`config.mk`:
```
export PLATFORM = sky130hd
export DESIGN_NAME = pipe_stage_buf
export DESIGN_NICKNAME = d
export VERILOG_FILES = /design/src/rtl/pipe_stage_buf.sv
export SDC_FILE = /design/constraint.sdc
export NUM_CORES = 1
export LEC_CHECK = 0
export CORE_MARGIN = 2
export CORE_UTILIZATION = 31
export CTS_BUF_LIST = sky130_fd_sc_hd__clkbuf_4 sky130_fd_sc_hd__clkbuf_8
export CTS_CLUSTER_DIAMETER = 120
export DETAILED_ROUTE_END_ITERATION = 7
export PLACE_DENSITY_LB_ADDON = 0.05
export SETUP_SLACK_MARGIN = 0.02
export SLEW_MARGIN = 20
export SYNTH_ARGS = -nofsm -noshare
export SYNTH_HDL_FRONTEND = slang
export SYNTH_SLANG_ARGS = --single-unit
```
`constraint.sdc`:
```
create_clock -name clk -period 4.65 [get_ports clk]
set_input_delay 1.1625 -clock clk [delete_from_list [all_inputs] [get_ports clk]]
set_output_delay 1.1625 -clock clk [all_outputs]
set_load 0.005 [all_outputs]
```
`src/rtl/pipe_stage_buf.sv`:
```
// pipe_stage_buf: elastic valid/ready pipeline stage with configurable
// payload width, buffer depth and bubble value. DEPTH = 1 behaves as a
// classic pipeline register with pass-through ready; DEPTH >= 2 behaves as
// a skid buffer whose upstream ready comes from registered state only.
module pipe_stage_buf #(
    parameter int              WIDTH  = 32,
    parameter int              DEPTH  = 1,
    parameter logic [WIDTH-1:0] BUBBLE = {WIDTH{1'b0}}
) (
    input  logic                       clk,
    input  logic                       resetn,
    input  logic                       flush,
    input  logic                       in_valid,
    output logic                       in_ready,
    input  logic [WIDTH-1:0]           in_data,
    output logic                       out_valid,
    input  logic                       out_ready,
    output logic [WIDTH-1:0]           out_data,
    output logic [$clog2(DEPTH+1)-1:0] count
);

    // Pointer width is kept at least one bit so DEPTH = 1 still has a
    // legal (always-zero) pointer.
    localparam int PW = (DEPTH > 1) ? $clog2(DEPTH) : 1;
    localparam int CW = $clog2(DEPTH+1);

    logic [WIDTH-1:0] mem [DEPTH];
    logic [PW-1:0]    rd_ptr;
    logic [PW-1:0]    wr_ptr;
    logic [CW-1:0]    occ;
    logic             ready_int;
    logic             has_data;
    logic             push;
    logic             pop;

    // Pointers wrap explicitly so non-power-of-two depths work.
    function automatic logic [PW-1:0] next_ptr(input logic [PW-1:0] p);
        if (p == PW'(DEPTH - 1)) begin
            return '0;
        end
        return p + PW'(1);
    endfunction

    // Ready source: combinational through out_ready for the single-entry
    // register, purely registered occupancy for the skid buffer.
    generate
        if (DEPTH == 1) begin : g_pass_ready
            assign ready_int = (occ == '0) | out_ready;
        end else begin : g_reg_ready
            assign ready_int = (occ != CW'(DEPTH));
        end
    endgenerate

    // Outputs are masked while resetn is low so the reset cycle itself
    // already presents an empty, non-accepting stage.
    assign has_data  = (occ != '0);
    assign in_ready  = resetn & ready_int;
    assign out_valid = resetn & has_data;
    assign out_data  = out_valid ? mem[rd_ptr] : BUBBLE;
    assign count     = resetn ? occ : '0;

    assign push = in_valid & in_ready & ~flush;
    assign pop  = out_valid & out_ready & ~flush;

    // Payload storage; contents are never cleared, emptiness hides them.
    always_ff @(posedge clk) begin
        if (push) begin
            mem[wr_ptr] <= in_data;
        end
    end

    // Pointer and occupancy bookkeeping; reset and flush both empty the stage.
    always_ff @(posedge clk) begin
        if (!resetn) begin
            occ    <= '0;
            rd_ptr <= '0;
            wr_ptr <= '0;
        end else if (flush) begin
            occ    <= '0;
            rd_ptr <= '0;
            wr_ptr <= '0;
        end else begin
            if (push) begin
                wr_ptr <= next_ptr(wr_ptr);
            end
            if (pop) begin
                rd_ptr <= next_ptr(rd_ptr);
            end
            case ({push, pop})
                2'b10:   occ <= occ + CW'(1);
                2'b01:   occ <= occ - CW'(1);
                default: occ <= occ;
            endcase
        end
    end

endmodule

```
# == Word level (Yosys, flattened, before mapping) ==
# Memory sizes are Yosys's and may differ from the RTL's.
# Cells that the tools add are included.
# word_totals
reg_bits,1
ram_bits,32
inputBits,37
output_inout_bits,35
wordCells,23
mem_count,1
# mem_list
memory,depth,word_bits,read_ports,rd_ports_with_merged_regs,wr,line,source
mem,1,32,1,0,1,27,logic [WIDTH-1:0] mem [DEPTH];
# op_classes
add_sub_neg,2
n_eq_ne,2
mux,5
n_bitwise,10
reduce_logical,2
# ops
operator,n
32-bit two-way mux,1
1-bit bitwise AND,6
1-bit two-way mux,3
1-bit inverter,3
"2-bit by 1-bit equality test with 1-bit output, second input constant",1
"2-bit equality test, second input constant",1
1-bit one-hot mux with 2 select lines,1
2-bit nonzero test,1
2-bit OR reduction,1
"1-bit adder, second input constant",1
1-bit bitwise OR,1
"1-bit subtractor, second input constant",1

# == Longest topological paths before layout ==
# Gate-level depths: netlist of run 1.
# depth
ltp_word,7
mapped_depth,3
mapped_depth_nobuf,2

# == Worst setup path after synthesis of run 1 ==
# Ideal clock, no wire load.
# synth_path
path_kind,input port to flip-flop
startpoint,input flush
endpoint,"memory mem[0][0], enable pin"
setup_ns,0.416
arrival_time_ns,2.625
required_ns,4.234
path_slack_ns,1.609
cell_stages,2
n_path_buf,0
cell_sequence,nand2b_1 -> nor3b_2
# synth_between
elab_chain_cells,4
# synth_rtl
item,line,source
from (decl),12,"input logic flush,"
1-bit inverter,62,assign push = in_valid & in_ready & ~flush;
1-bit bitwise AND,62,
net push,33,logic push;
1-bit two-way mux,67,if (push) begin
1-bit two-way mux (implied by the code),68,mem[wr_ptr] <= in_data;
to (decl),27,
# The timed path passes the listed nets, and every way through them passes these cells.

# == Final worst setup path of run 1 ==
# layout_path
startpoint,input resetn
endpoint,output out_data[0]
# layout_between
elab_chain_cells,2
# layout_rtl
item,line,source
from (decl),11,"input logic resetn,"
1-bit bitwise AND,58,assign out_valid = resetn & has_data;
32-bit two-way mux,59,assign out_data = out_valid ? mem[rd_ptr] : BUBBLE;
to (decl),18,"output logic [WIDTH-1:0] out_data,"
# No other way between the ends.

==> results.toml, run 1 <==
[die]
ios = 72
die_h_um = 68.48
die-width_um = 68.48
core_um2 = 4000
initial_utilization_pct = 32.22
die_area_um2 = 4689
rows = 23

[grt]
grt_max_degree = 36
grt.total_usage_pct = 11.65
first_global_vias = 814
grt-ovfl-total = 0
grt_antenna_before_repair = 0
grt_first_pass_wirelength_mm = 3.767

[yosys]
synth_edf_count = 32
synthTopCellsByArea = "edfxtp_1 75%, and3_1 14%, buf_6 2.6%"
yosysTopAreaCellShare_pct = 74.56
ys.warnings.count = 0
syn_inst = 79
synth_common_cells = "32 x edfxtp_1, 28 x and3_1, 4 x and3_2"
yosys.area.top_type = "edfxtp_1"
async_flop_share_pct = 0
post-synth-top-count-cell = "edfxtp_1"
synth-seq-cells = 33
syn_area_per_cell_um2 = 16.31
ys_types = 12
syn-num-nets = 116
ys_seq_area_share_pct = 76.12
syn_area_um2 = 1289
synthFlopType = "edfxtp_1"

[final_layout]
area_delta_synth_final_pct = 63.50
nNetsFinal = 189
n_antenna_cell = 0
final_layout_size_suffix_gt1_share_pct = 8.553
postLayoutCoreUtil_pct = 52.67

[drt]
routed_via_density = 4.540
initialDrtViolationCount = 47
drc_errors = 0
vias = 917
antenna_left = 0
drt-total-wl_mm = 2.676
drt_first_pass_iters = 3
wl_per_cell_um = 13.25

[clock_tree]
numCtsBuffers = 5
cts_hold_buf = 0
htreeDepth = 2
post_cts_buffers = 0
cts_root_buffer = "clkbuf_8"
clock-sinks = 33
clk_pin_slew_ns = 0.06
clk_path_buf_depth = 2
ctsResizeCount = 0
cts_tree = "done"
worstSkewPairLatency_ns = 0.28

[sta]
maxSlewViolCount = 0
grt_setup_unrepaired = "no"
setup_viol = 0
max_freq_ghz = 0.2633
fin_crit_ns = 3.798
period_share_pct = 81.69
slew_headroom_pct = 43.44
final.setup.tns_ns = 0
worstMarginPinSlew_ns = 0.8472
clock_skew_ns = 0.003102
hold_viol = 0

[setup_path]
worstPathMaxFanout = 35
reg2reg_from = "has_data"
start_kind = "input pin"
cp_common_cell = "clkdlybuf4s50_1"
max_stage_delay_ns = 0.51
critPathKind = "in -> out"
required_ns = 3.49
end_kind = "primary output"
r2r_end = "mem[0][1]"
r2r_slack_ns = 2.46
startpoint = "resetn"
slowest_stage = "clkdlybuf4s50_1"
rr_worst_depth = 3
critPathArrivalTime_ns = 2.64
crit_path_cell_trace = "clkdlybuf4s50_1, buf_4, and3_2, clkdlybuf4s50_1"

[power_and_ir_drop]
ir_drop_mv = 0.1836
power.density_nw_per_um2 = 281.7
p_leak_nw = 0.8235
p_comb_share_pct = 9.4
p_int_mw = 0.4822
clockPowerShare_pct = 33.3
power_switching_mw = 0.1113
seqPwrFrac_pct = 57.3
p_sw_share_pct = 18.75

[placement]
hpwlAfterDp_mm = 1.786
port_buffers = 71
place.gp.congestion = 0.7040

[job]
drv_cap = 0

[worst_hold_path]
whs_path_depth = 2
hold_class = "reg -> reg"
hold_path_end = "has_data"
hold_start = "has_data"

[status]
status = "finished clean"
## routing by layer
metal	part of all wire (%)	GRT usage [%]
met5	0	0
met4	2.5	7.250
met3	8.9	5.592
met2	47	17.43
met1	42	13.30
## power by group through the flow
| stage | Combinational (mW) | Sequential (mW) | Clock, mW |
|---|---|---|---|
| after global placement | 0.0559 | 0.347 | 0 |
| after global routing | 0.0603 | 0.341 | 0.220 |
| after CTS | 0.0568 | 0.340 | 0.208 |
| final | 0.0557 | 0.340 | 0.198 |
| after detailed placement | 0.0565 | 0.347 | 0 |
| after floorplan | 0.0159 | 0.344 | 0 |
## how the worst max path moves through the flow
stage / cells past startpoint / slack [ns] / endpoint
after floorplan: 2 / 1.61 / mem[0][0]
after global placement: 4 / 0.85 / out_data[0]
after detailed placement: 4 / 0.85 / out_data[0]
after CTS: 4 / 0.84 / out_data[0]
after global routing: 4 / 0.79 / out_data[0]
final: 4 / 0.85 / out_data[0]
## cell usage in the layout (no fill, tap or decap), types with 2 or more instances in the layout
| cell | synthesis | final |
|---|---|---|
| buf_4 | 1 | 2 |
| and3_2 | 4 | 4 |
| edfxtp_1 | 32 | 32 |
| and2_1 | 2 | 2 |
| clkdlybuf4s50_1 | 0 | 71 |
| and3_1 | 28 | 28 |
| nand2b_1 | 2 | 2 |
| clkbuf_8 | 0 | 5 |
## area by class of cell
| class | count | area [um2] |
|---|---|---|
| Timing Repair Buffer | 73 | 725.7 |
| Tap cell | 50 | 62.56 |
| Inverter | 1 | 3.754 |
| Fill cell | 331 | 1893 |
| Clock inverter | 1 | 3.754 |
| Sequential cell | 33 | 980.9 |
| Multi-Input combinational cell | 38 | 254.0 |
| Clock buffer | 6 | 76.32 |
## flip-flops by register name, indices dropped and copies added (netlist names)
signal and cells:
has_data 1, mem 32
## metrics by stage
| step | setup WS (ns) | cell area [um2] | hold slack (ns) | cells | total power, mW |
|---|---|---|---|---|---|
| after global routing | 0.7868 | 2107 | 1.110 | 202 | 0.6215 |
| after CTS | 0.8413 | 2107 | 1.004 | 202 | 0.6050 |
| final | 0.8516 | 2107 | 0.9635 | 202 | 0.5935 |
| after floorplan | 1.609 | 1289 | 0.5178 | 79 | 0.3600 |
| after global placement | 0.8536 | 2027 | 0.9704 | 195 | 0.4024 |
| after detailed placement | 0.8462 | 2027 | 0.9912 | 195 | 0.4032 |
## worst max-delay path: cells and delay by family
kind | cells | cell delay, ns
simple gates | 1 | 0.22
buf+inv | 3 | 1.24
## cells by family after synthesis
family	after synthesis	synth area share, %
buf+inv	8	4.660
flops	33	76.12
simple gates	37	18.83
compound gates	1	0.3880
Power figures use the tool's default switching activity.
==> run 2, diff against run 1 <==
==> constraint.sdc (replaced) <==
create_clock -name clk -period 3.9 [get_ports clk]
set_input_delay 0.975 -clock clk [delete_from_list [all_inputs] [get_ports clk]]
set_output_delay 0.975 -clock clk [all_outputs]
set_load 0.005 [all_outputs]
==> results.toml, run 2 (synthesized netlist as in run 1, its figures left out) <==
[status]
status = "finished clean"

[die]
ios = 72
die_area_um2 = 4689
die_h_um = 68.48
rows = 23
initial_utilization_pct = 32.22
die-width_um = 68.48
core_um2 = 4000

[worst_hold_path]
whs_path_depth = 2
hold_class = "reg -> reg"
hold_start = "has_data"
hold_path_end = "has_data"

[setup_path]
r2r_end = "mem[0][4]"
end_kind = "primary output"
critPathArrivalTime_ns = 2.44
worstPathMaxFanout = 35
rr_worst_depth = 3
start_kind = "input pin"
reg2reg_from = "has_data"
r2r_slack_ns = 2.17
critPathKind = "in -> out"
required_ns = 2.92

[drt]
vias = 918
drt_first_pass_iters = 4
initialDrtViolationCount = 13
antenna_left = 0
drt-total-wl_mm = 2.725
drc_errors = 0
wl_per_cell_um = 13.36
routed_via_density = 4.500

[clock_tree]
clk_pin_slew_ns = 0.06
cts_hold_buf = 0
numCtsBuffers = 5
htreeDepth = 2
cts_root_buffer = "clkbuf_8"
clock-sinks = 33
clk_path_buf_depth = 2
cts_tree = "done"
worstSkewPairLatency_ns = 0.28
ctsResizeCount = 0
post_cts_buffers = 0

[sta]
fin_ws_ns = 0.4842
setup_viol = 0
final.setup.tns_ns = 0
worstMarginPinSlew_ns = 0.8380
grt_setup_unrepaired = "no"
maxSlewViolCount = 0
clock_skew_ns = 0.004605
hold_viol = 0
slew_headroom_pct = 44.06
fin_crit_ns = 3.416
period_share_pct = 87.59
max_freq_ghz = 0.2928
whs_ns = 0.9766

[power_and_ir_drop]
p_leak_nw = 0.8364
ir_drop_mv = 0.2691
power.density_nw_per_um2 = 344.7

[placement]
place.gp.congestion = 0.6792
preCtsSetupSlack_ns = 0.4698
port_buffers = 71
hpwlAfterDp_mm = 1.857

[final_layout]
layout_common_cells = "71 x clkdlybuf4s50_1, 32 x edfxtp_1, 28 x and3_1"
n_antenna_cell = 0
final_layout_size_suffix_gt1_share_pct = 10.39
largest_register_ffs = 32
area_delta_synth_final_pct = 64.95
nNetsFinal = 190
final_common_cell = "clkdlybuf4s50_1"
largest-register = "mem"

[job]
drv_cap = 0

[grt]
first_global_vias = 893
grt_antenna_before_repair = 0
grt-ovfl-total = 0
grt_first_pass_wirelength_mm = 4.057
grt.total_usage_pct = 12.46
grt_max_degree = 36
[run 2: metrics by stage]
stage / instances / total power [mW] / utilization (%) / instance area, um2
floorplan: 79 / 0.4292 / - / 1289
global placement: 196 / 0.4805 / 50.86 / 2034
detailed placement: 196 / 0.4818 / 50.86 / 2034
CTS: 204 / 0.7437 / 53.14 / 2126
global route: 204 / 0.7637 / 53.14 / 2126
finish: 204 / 0.7328 / 53.14 / 2126
[run 2: layout make-up]
type | count | area [um2]
clock buffer | 8 | 91.34
fill | 330 | 1874
inverter | 1 | 3.754
multi-input combinational | 38 | 254.0
sequential | 33 | 980.9
tap | 50 | 62.56
timing repair buffer | 74 | 733.2
[run 2: layer usage]
layer  GRT usage (%)  share of wire, %
met5               0                 0
met4           5.250               1.7
met1           14.48                40
met2           19.47                49
met3           6.086               9.1
[run 2: power breakdown]
part           switching (mW)  internal, mW
sequential            0.00474         0.401
clock                   0.112         0.147
combinational          0.0199        0.0478
[run 2: worst max-delay path by stage]
stage,from,to,slack [ns],cells after the start
floorplan,flush,mem[0][0],1.05,2
finish,resetn,out_data[0],0.48,4
global route,resetn,out_data[22],0.41,4
detailed placement,resetn,out_data[0],0.47,4
global placement,resetn,out_data[0],0.48,4
CTS,resetn,out_data[0],0.47,4
[run 2: critical path, cell delays in order]
cell	delay, ns
clkdlybuf4s50_1	0.46
buf_4	0.28
and3_2	0.22
clkdlybuf4s50_1	0.51
==> run 3, diff against run 2 <==
--- a/config.mk
+++ b/config.mk
@@ -5,6 +5,7 @@
 export SDC_FILE = /design/constraint.sdc
 export NUM_CORES = 1
 export LEC_CHECK = 0
+export CORE_ASPECT_RATIO = 0.5
 export CORE_MARGIN = 2
 export CORE_UTILIZATION = 31
 export CTS_BUF_LIST = sky130_fd_sc_hd__clkbuf_4 sky130_fd_sc_hd__clkbuf_8
@@ -12,6 +13,7 @@
 export DETAILED_ROUTE_END_ITERATION = 7
 export PLACE_DENSITY_LB_ADDON = 0.05
 export SETUP_SLACK_MARGIN = 0.02
+export SKIP_CTS_REPAIR_TIMING = 1
 export SLEW_MARGIN = 20
 export SYNTH_ARGS = -nofsm -noshare
 export SYNTH_HDL_FRONTEND = slang
==> results.toml, run 3 (synthesized netlist as in run 1, its figures left out) <==
[status]
status = "finished clean"

[final_layout]
largest-register = "mem"
n_antenna_cell = 0
largest_register_ffs = 32
nNetsFinal = 189
postLayoutCoreUtil_pct = 53.55
layout_common_cells = "71 x clkdlybuf4s50_1, 32 x edfxtp_1, 28 x and3_1"
final_layout_size_suffix_gt1_share_pct = 8.553
final_common_cell = "clkdlybuf4s50_1"
area_delta_synth_final_pct = 63.88
multi_input_area_um2 = 254.0
seq_area_um2 = 980.9
fillers = 351

[sta]
whs_ns = 0.9962
worstMarginPinSlew_ns = 0.8925
final.setup.tns_ns = 0
fin_ws_ns = 0.4765
slew_headroom_pct = 40.42
hold_viol = 0
setup_viol = 0
maxSlewViolCount = 0
fin_crit_ns = 3.423
max_freq_ghz = 0.2921
clock_skew_ns = 0.001802
grt_setup_unrepaired = "no"
period_share_pct = 87.78

[grt]
grt-ovfl-total = 0
grt_antenna_before_repair = 0
grt.total_usage_pct = 12.73
grt_max_degree = 36
grt_first_pass_wirelength_mm = 4.457
first_global_vias = 949

[drt]
drc_errors = 0
wl_per_cell_um = 13.68
routed_via_density = 4.413
vias = 909
initialDrtViolationCount = 31
drt_first_pass_iters = 3
antenna_left = 0
drt-total-wl_mm = 2.818

[clock_tree]
clock-sinks = 33
cts_root_buffer = "clkbuf_8"
clk_path_buf_depth = 2
numCtsBuffers = 5
worstSkewPairLatency_ns = 0.27
htreeDepth = 2
clk_pin_slew_ns = 0.06
cts_tree = "done"

[die]
initial_utilization_pct = 32.68
rows = 16
ios = 72
die_area_um2 = 4720
die_h_um = 49.59
core_um2 = 3944
die-width_um = 95.19

[power_and_ir_drop]
power.density_nw_per_um2 = 335.8
ir_drop_mv = 0.1300
p_leak_nw = 0.8235
power.total_mw = 0.7092

[setup_path]
start_kind = "input pin"
end_kind = "primary output"
critPathArrivalTime_ns = 2.45
required_ns = 2.92
critPathKind = "in -> out"
worstPathMaxFanout = 35

[worst_hold_path]
hold_class = "reg -> reg"

[job]
drv_cap = 0

[placement]
preCtsSetupSlack_ns = 0.4816
place.gp.congestion = 0.6316
hpwlAfterDp_mm = 1.889
port_buffers = 71
==> run 3: power by group <==
part	switching (mW)	internal, mW
logic	0.0199	0.0473
clock network	0.109	0.127
registers	0.00499	0.401
total	0.134	0.575
==> run 3: worst paths after layout <==
path                            startpoint     endpoint  slack [ns]  depth (start not counted)
worst max-delay path                resetn  out_data[1]        0.48                          4
worst min-delay path              has_data     has_data         1.0                          2
worst max register to register    has_data   mem[0][16]        1.90                          3
worst min register to register    has_data     has_data         1.0                          2
==> run 3: per-stage QoR <==
step	instances	instance area [um2]
final	206	2112
after CTS	206	2112
after floorplan	79	1289
after detailed placement	199	2032
after global placement	199	2032
after global routing	206	2112
==> run 3: layout make-up <==
cell class                 count  area share (%)
clock inverter                 1          0.1777
inverter                       1          0.1777
clock buffer                   6           3.614
tap                           54           3.199
timing repair buffer          73           34.36
multi-input combinational     38           12.03
sequential                    33           46.45
==> run 3: critical path, stage by stage <==
cell             delay [ns]
clkdlybuf4s50_1        0.45
buf_4                  0.28
and3_2                 0.23
clkdlybuf4s50_1        0.50
==> run 3: per-layer routing <==
layer  up-vias  GRT usage (%)  wire [um]
met1       430          16.01       1251
met3         0          5.505        264
met5         -              0          0
li1        440              -          -
met2        39          20.42       1303
met4         0          2.899          0
